## src/rtl/regfile_alu_unit.sv

```systemverilog
// Execute-stage datapath slice: 32x32 integer register file (2R/1W, x0 hardwired
// to zero, no write-to-read bypass), combinational ALU and funct3 one-hot decoder.
module regfile_alu_unit #(
  parameter int XLEN = 32,
  parameter int NREG = 32,
  parameter int AW   = $clog2(NREG)
) (
  input  logic            clk,
  input  logic            reset,
  input  logic            wen,
  input  logic [AW-1:0]   waddr,
  input  logic [XLEN-1:0] wdata,
  input  logic [AW-1:0]   raddr1,
  output logic [XLEN-1:0] rdata1,
  input  logic [AW-1:0]   raddr2,
  output logic [XLEN-1:0] rdata2,
  input  logic [XLEN-1:0] alu_src1,
  input  logic [XLEN-1:0] alu_src2,
  input  logic [3:0]      alu_op,
  output logic [XLEN-1:0] alu_result,
  input  logic [2:0]      funct3,
  output logic [7:0]      funct3_d
);

  typedef enum logic [3:0] {
    OP_ADD   = 4'd0,
    OP_SUB   = 4'd1,
    OP_SLL   = 4'd2,
    OP_SLT   = 4'd3,
    OP_SLTU  = 4'd4,
    OP_XOR   = 4'd5,
    OP_SRL   = 4'd6,
    OP_SRA   = 4'd7,
    OP_OR    = 4'd8,
    OP_AND   = 4'd9,
    OP_PASSB = 4'd10
  } alu_op_e;

  logic [XLEN-1:0] regs [NREG];

  // reset is active-low and clears the whole array without a clock edge
  always_ff @(posedge clk or negedge reset) begin
    if (!reset) begin
      for (int i = 0; i < NREG; i++) begin
        regs[i] <= '0;
      end
    end else if (wen && (waddr != '0)) begin
      regs[waddr] <= wdata;
    end
  end

  // x0 forced to zero on the read side as well, so it never depends on storage
  assign rdata1 = (raddr1 == '0) ? '0 : regs[raddr1];
  assign rdata2 = (raddr2 == '0) ? '0 : regs[raddr2];

  logic [4:0] shamt;
  assign shamt = alu_src2[4:0];

  always_comb begin
    alu_result = '0;
    case (alu_op)
      OP_ADD:   alu_result = alu_src1 + alu_src2;
      OP_SUB:   alu_result = alu_src1 - alu_src2;
      OP_SLL:   alu_result = alu_src1 << shamt;
      OP_SLT:   alu_result = {{(XLEN-1){1'b0}}, ($signed(alu_src1) < $signed(alu_src2))};
      OP_SLTU:  alu_result = {{(XLEN-1){1'b0}}, (alu_src1 < alu_src2)};
      OP_XOR:   alu_result = alu_src1 ^ alu_src2;
      OP_SRL:   alu_result = alu_src1 >> shamt;
      OP_SRA:   alu_result = XLEN'($signed(alu_src1) >>> shamt);
      OP_OR:    alu_result = alu_src1 | alu_src2;
      OP_AND:   alu_result = alu_src1 & alu_src2;
      OP_PASSB: alu_result = alu_src2;
      default:  alu_result = '0;
    endcase
  end

  assign funct3_d = 8'b0000_0001 << funct3;

endmodule

```

## config.mk

```make
export PLATFORM = sky130hd
export DESIGN_NAME = regfile_alu_unit
export DESIGN_NICKNAME = d
export VERILOG_FILES = /design/src/rtl/regfile_alu_unit.sv
export SDC_FILE = /design/constraint.sdc
export NUM_CORES = 2
export LEC_CHECK = 0
export CAP_MARGIN = 10
export CORE_MARGIN = 2
export CORE_UTILIZATION = 45
export DETAILED_ROUTE_END_ITERATION = 12
export PLACE_DENSITY_LB_ADDON = 0.1
export SLEW_MARGIN = 20
export SYNTH_ARGS = -nofsm -noshare
export SYNTH_HDL_FRONTEND = slang
export SYNTH_SLANG_ARGS = --single-unit
export TNS_END_PERCENT = 20
```

## constraint.sdc

```tcl
create_clock -name clk -period 6.5 [get_ports clk]
set_clock_uncertainty 0.05 [all_clocks]
set_input_delay 1.3 -clock clk [delete_from_list [all_inputs] [get_ports clk]]
set_output_delay 1.3 -clock clk [all_outputs]
set_load 0.1 [all_outputs]
```

**Yosys cells after proc, flatten, opt, wreduce, memory -nomap -nowiden**

Index checks and enable logic that the tools add are counted.

- Output and inout bits: 104
- Logic and storage cells: 78
- Flip-flop bits (word level): 1,024

- Equality and inequality tests: 10
- Reduce and logical (&&, ||, !) cells: 6
- Mux-type cells: 12
- $lt $le $gt $ge: 6
- Bitwise operators: 6
- Add/sub/neg operators: 2
- Shift-type cells: 4

Operators with widths:

| cell | count |
|---|---|
| 1024-bit bitwise mux | 1 |
| 32-bit one-hot mux with 11 select lines | 1 |
| 32-bit binary-select mux with 5-bit select | 2 |
| 32-bit 2-to-1 mux | 7 |
| 32-bit demux with 5-bit select | 1 |
| 32-bit less-than comparator | 2 |
| 32-bit adder | 1 |
| 32-bit bitwise AND | 1 |
| 32-bit OR | 1 |
| 32-bit by 5-bit << shifter with 32-bit output | 1 |
| 32-bit by 5-bit right shift with 32-bit output | 1 |
| 32-bit by 5-bit >>> shifter with 32-bit output | 1 |
| 32-bit subtractor | 1 |
| 32-bit XOR | 1 |
| 6-bit greater-or-equal comparator (second input constant) | 3 |
| 5-bit inverter with 6-bit output | 3 |
| 4-bit by 3-bit == test with 1-bit output (second input constant) | 4 |
| 4-bit == test (second input constant) | 3 |
| 5-bit zero test | 2 |
| 4-bit by 2-bit == test with 1-bit output (second input constant) | 2 |
| 1-bit by 3-bit << shifter with 8-bit output (first input constant) | 1 |
| 6-bit by 1-bit less-than comparator with 1-bit output (second input constant) | 1 |
| 5-bit nonzero test | 1 |
| 4-bit by 1-bit == test with 1-bit output (second input constant) | 1 |
| 2 further kinds | 3 |

**Longest topological paths before layout**

- Depth after elaboration: 6
- Gate-level depth with buffers: 14
- Gate-level depth less buffers: 12

**Worst setup path after synthesis**

Ideal clock, no wire load.

- Kind: input port to output port
- Start: input port alu_src2[1]
- End: output port alu_result[0]
- Path slack: -1,585 ps
- Data required time: 5,150 ps
- Data arrival time: 6,735 ps
- Cell stages on the path: 14
- Buffers on the path: 4
- Path through: buf_4 -> inv_1 -> buf_4 -> buf_2 -> buf_2 -> fa_1 -> nor2b_1 -> o221ai_1 -> a211oi_1 -> a21oi_1 -> a211oi_1 -> o31ai_1 -> a21oi_1 -> o41ai_1

- Cells in the longest elaborated chain, start to end: 2
- Elaborated cells on any way between the ends: 6

RTL lines:

| item | line | text |
|---|---|---|
| from (decl) | 18 | `input logic [XLEN-1:0] alu_src2,` |
| 32-bit less-than comparator (tied with other cells) | 66 | `OP_SLTU: alu_result = {{(XLEN-1){1'b0}}, (alu_src1 < alu_src2)};` |
| 32-bit one-hot mux with 11 select lines * | 61 | `case (alu_op)` |
| to (decl) | 20 | `output logic [XLEN-1:0] alu_result,` |

Every way passes the cells marked *; elsewhere a longest branch is shown, timed or not.

**Worst setup path after layout**

- Start: input port alu_src2[6]
- End: output port alu_result[15]

- Cells in the longest elaborated chain, start to end: 2
- Elaborated cells on any way between the ends: 3

RTL lines:

| item | line |
|---|---|
| 32-bit subtractor / 32-bit adder (equally long branches) | 63, 62 |
| 32-bit one-hot mux with 11 select lines * | 61 |

Marks and branches as above.

==> impl_table.tex <==
\begin{tabular}{lr}
\hline
Metric & Value \\
\hline
\multicolumn{2}{l}{\textbf{Synth}} \\
\quad Async S/R FF share, synth & 100.0\% \\
\quad Number of distinct library cell variants in the gate-level netlist after synthesis & 97 \\
\quad Syn Nets & 4773 \\
\quad Yosys reg bits & 1024 \\
\quad Share of synthesized area occupied by flip-flops and latches & 40.49\% \\
\quad Post-synth top area cell & sky130\_fd\_sc\_hd\_\_dfrtp\_1 \\
\quad Post-synthesis cell count & 4553 \\
\quad Most frequently used flop master after synthesis & sky130\_fd\_sc\_hd\_\_dfrtp\_1 \\
\quad Post-synth EDFFs & 0 \\
\quad Syn Std Cell Area & 63290 µm² \\
\quad Count of warnings emitted by yosys & 0 \\
\quad Synth area leaders & sky130\_fd\_sc\_hd\_\_dfrtp\_1 40\%, sky130\_fd\_sc\_hd\_\_mux4\_2 24\%, sky130\_fd\_sc\_hd\_\_mux2\_2 18\% \\
\quad Average cell area after synthesis & 13.90 µm² \\
\quad Area share of the largest cell type after synthesis & 40.49\% \\
\multicolumn{2}{l}{\textbf{Floorplan}} \\
\quad Number of core rows & 137 \\
\quad Die H & 379.0 µm \\
\quad Ports & 225 \\
\quad Width of the die & 379.0 µm \\
\quad Total Die Area & 143700 µm² \\
\quad Core footprint & 139500 µm² \\
\quad Starting Density & 45.36\% \\
\multicolumn{2}{l}{\textbf{Clock tree}} \\
\quad CTS buffer count & 113 \\
\quad Count of clock tree sinks & 1024 \\
\quad Clock root buffer master & sky130\_fd\_sc\_hd\_\_clkbuf\_16 \\
\quad Post-CTS setup buffer count & 0 \\
\quad Max Root-Sink Buffers & 3 \\
\quad Max H-tree Level & 3 \\
\quad Worst-path clk slew & 60 ps \\
\quad CTS tree & built \\
\quad Source-to-sink clock delay at the later pin of the worst-skew pair & 710 ps \\
\multicolumn{2}{l}{\textbf{Placement}} \\
\quad Port Buffers & 224 \\
\quad HPWL after detailed placement & 133400 µm \\
\quad Routability congestion estimate from global placement & 1.001 \\
\quad Worst slack, placed & 36.85 ps \\
\multicolumn{2}{l}{\textbf{Finish}} \\
\quad Top register by number of flip-flops & regs \\
\quad Utilization after layout & 51.96\% \\
\quad Flip-flop count of the largest register after layout & 1024 \\
\quad Layout-stage area growth over the synthesis result & 14.55\% \\
\quad Share of post-route cells with drive strength above 1 & 48.58\% \\
\quad Final net count & 4828 \\
\quad Biggest regs & regs: 1024 flops \\
\multicolumn{2}{l}{\textbf{Critical path}} \\
\quad Crit path max fanout & 9 \\
\quad Crit Path Category & in -> out \\
\quad CP Capture Type & output pin \\
\quad Worst EP required & 5150 ps \\
\quad Type of element launching the critical path & input port \\
\quad Critical R2R Launch & regs[547]\$\_DFFE\_PN0P\_ \\
\quad Launch point of the critical path & alu\_src2[6] \\
\quad Worst EP arrival & 5100 ps \\
\multicolumn{2}{l}{\textbf{STA}} \\
\quad Final setup violating endpoints & 0 \\
\quad Final setup margin & 49.90 ps \\
\quad Min Tclk post-route & 6450 ps \\
\quad Unrepaired setup endpoints after global routing & no \\
\quad Final count of pins violating max slew & 0 \\
\quad Final Cycle Share & 99.23\% \\
\quad Transition time of the tightest slew-check pin & 1201 ps \\
\quad Number of hold violations in the final report & 0 \\
\quad Maximum clock frequency & 0.1550 GHz \\
\quad Normalized max-slew margin & 19.74\% \\
\quad Setup TNS Final & 0 ps \\
\quad Final Hold Slack & 339.4 ps \\
\multicolumn{2}{l}{\textbf{Power}} \\
\quad P\_sw & 6816 µW \\
\quad Clk pwr share & 31.5\% \\
\quad P\_leak & 0.03095 µW \\
\quad Part of the total power dissipated in combinational logic & 29.4\% \\
\quad Switching power share of the total & 31.63\% \\
\quad Power density over cell area & 297.2 nW/µm² \\
\quad Portion of total power attributed to sequential cells & 39.1\% \\
\quad Cell internal power dissipation & 14730 µW \\
\quad Maximum resistive drop on vdd & 0.2569 mV \\
\multicolumn{2}{l}{\textbf{Route}} \\
\quad First-iteration detailed-routing DRC count & 4128 \\
\quad DRT Pass-1 Iters & 6 \\
\quad DR DRC count & 0 \\
\quad Detailed-route vias per instance & 6.581 \\
\quad Total wire length after detailed routing & 214200 µm \\
\quad Wire length per cell after detailed routing & 32.54 µm \\
\quad DRT antenna net count & 0 \\
\quad Count of vias placed by the detailed router & 43.33k \\
\multicolumn{2}{l}{\textbf{GRT}} \\
\quad All-layer global routing usage & 30.14\% \\
\quad Number of antenna violations at the first check in global routing & 12 \\
\quad Global-route wire length before repair & 315900 µm \\
\quad Number of global-route vias before repair & 44.12k \\
\quad Remaining global-route overflow & 0 \\
\quad Largest net degree at the start of global routing & 160 \\
\multicolumn{2}{l}{\textbf{Hold path}} \\
\quad Origin of the worst min-delay path & regs[1008]\$\_DFFE\_PN0P\_ \\
\quad Class of the most critical hold timing path & reg -> reg \\
\multicolumn{2}{l}{\textbf{Outcome}} \\
\quad Status & finished, final reports clean \\
\multicolumn{2}{l}{\textbf{Flow run}} \\
\quad Max cap viols & 0 \\
\hline
\end{tabular}
## cell type report
| cell class | instances | area, µm² |
|---|---|---|
| fillers | 11978 | 67040 |
| multi-input cells | 2938 | 35610 |
| flip-flops and latches | 1024 | 25620 |
| repair buffers | 432 | 4584 |
| clock buffers | 170 | 3363 |
| well taps | 1876 | 2347 |
| clock inverters | 41 | 583.1 |
| inverters | 99 | 371.6 |
| diodes | 3 | 7.507 |
## stage by stage
stage | area (µm²) | power, µW | cells
floorplan | 63310 | 12880 | 4553
global placement | 68550 | 14710 | 6369
detailed placement | 68550 | 14860 | 6369
CTS | 72500 | 21680 | 6580
global route | 72490 | 22450 | 6581
finish | 72500 | 21550 | 6583
## critical path: stages
cell and delay [ps]:
sky130_fd_sc_hd__clkdlybuf4s50_1 580, sky130_fd_sc_hd__inv_1 90, sky130_fd_sc_hd__ha_1 460, sky130_fd_sc_hd__nor2b_1 100, sky130_fd_sc_hd__or4_1 430, sky130_fd_sc_hd__o211ai_1 430, sky130_fd_sc_hd__o311a_1 300, sky130_fd_sc_hd__o31ai_1 140
sky130_fd_sc_hd__a221oi_2 470, sky130_fd_sc_hd__o221ai_1 200, sky130_fd_sc_hd__a211o_1 390, sky130_fd_sc_hd__buf_12 200
## worst paths after layout
| path | depth (start not counted) | to | slack [ps] |
|---|---|---|---|
| min in group asynchronous | 1 | regs[867]$_DFFE_PN0P_ | 580 |
| hold reg to reg | 0 | regs[1008]$_DFFE_PN0P_ | 340 |
| max in group asynchronous | 2 | regs[793]$_DFFE_PN0P_ | 4360 |
| hold / removal | 0 | regs[1008]$_DFFE_PN0P_ | 340 |
| setup reg to reg | 1 | regs[547]$_DFFE_PN0P_ | 5650 |
| setup / recovery | 12 | alu_result[15] | 50 |
## power by group through the flow
stage / Clock (µW) / Sequential (µW) / Combinational, µW
after global placement: 0 / 8430 / 6280
after detailed placement: 0 / 8510 / 6350
after global routing: 7170 / 8590 / 6690
after floorplan: 0 / 8230 / 4660
after CTS: 6910 / 8400 / 6360
final: 6780 / 8430 / 6340
## synth_stat cells (17+ instances only)
master and instances:
sky130_fd_sc_hd__dfrtp_1 1024, sky130_fd_sc_hd__mux2_2 1011, sky130_fd_sc_hd__mux4_2 682, sky130_fd_sc_hd__clkbuf_1 311, sky130_fd_sc_hd__nor2_1 226, sky130_fd_sc_hd__nand2_1 129
sky130_fd_sc_hd__buf_1 114, sky130_fd_sc_hd__mux2i_1 111, sky130_fd_sc_hd__ha_1 97, sky130_fd_sc_hd__a21oi_1 96, sky130_fd_sc_hd__inv_1 96, sky130_fd_sc_hd__o21ai_0 75
sky130_fd_sc_hd__buf_2 45, sky130_fd_sc_hd__nor3_1 40, sky130_fd_sc_hd__nand3_1 28, sky130_fd_sc_hd__a221oi_1 27, sky130_fd_sc_hd__a22oi_1 25, sky130_fd_sc_hd__o211ai_1 24
sky130_fd_sc_hd__a211oi_1 23, sky130_fd_sc_hd__a21o_1 21, sky130_fd_sc_hd__a221o_1 20, sky130_fd_sc_hd__o22ai_1 20, sky130_fd_sc_hd__o221ai_1 17
## metal layers
metal	routed length, µm	track usage (%)	vias to the layer above
met4	6453	8.655	10
li1	-	-	17842
met1	93990	43.83	23512
met3	13920	4.930	344
met5	67	0	-
met2	99750	46.76	1617
## cell usage in the layout, fill, tap and decap left out, drive strengths merged, types with 7 or more instances in the layout
cell type	count
a211o	10
a211oi	23
a21o	21
a21oi	96
a221o	21
a221oi	29
a22oi	26
a31oi	7
and2	7
and3	8
buf	325
bufinv	11
clkbuf	170
clkdlybuf4s50	107
clkinv	24
dfrtp	1024
ha	97
inv	101
mux2	1015
mux2i	116
mux4	684
nand2	130
nand2b	15
nand3	28
nand4	13
nor2	227
nor2b	15
nor3	42
nor3b	7
nor4	12
o2111ai	15
o211ai	25
o21ai	87
o21bai	13
o221ai	17
o22ai	20
o31ai	12
or3	11
## repair_timing
item,4_1_cts,5_1_grt
hold buffers,0,0
setup endpoints to repair,0,7
resized for setup,0,4
## cells by family (layout without fill, tap and decap cells)
kind of cell | count (synthesis) | in the layout | share of synthesized area, %
adders and majority gates | 99 | 99 | 1.981
and+or+nand+nor | 546 | 546 | 4.039
buffers and inverters | 591 | 742 | 3.774
DFF | 1024 | 1024 | 40.49
AOI/OAI and AO/OA | 476 | 476 | 5.336
other | 0 | 3 | 0
xor gates and xnor gates | 2 | 2 | 0.02768
muxes | 1815 | 1815 | 44.35
(Power assumes the default switching activity.)
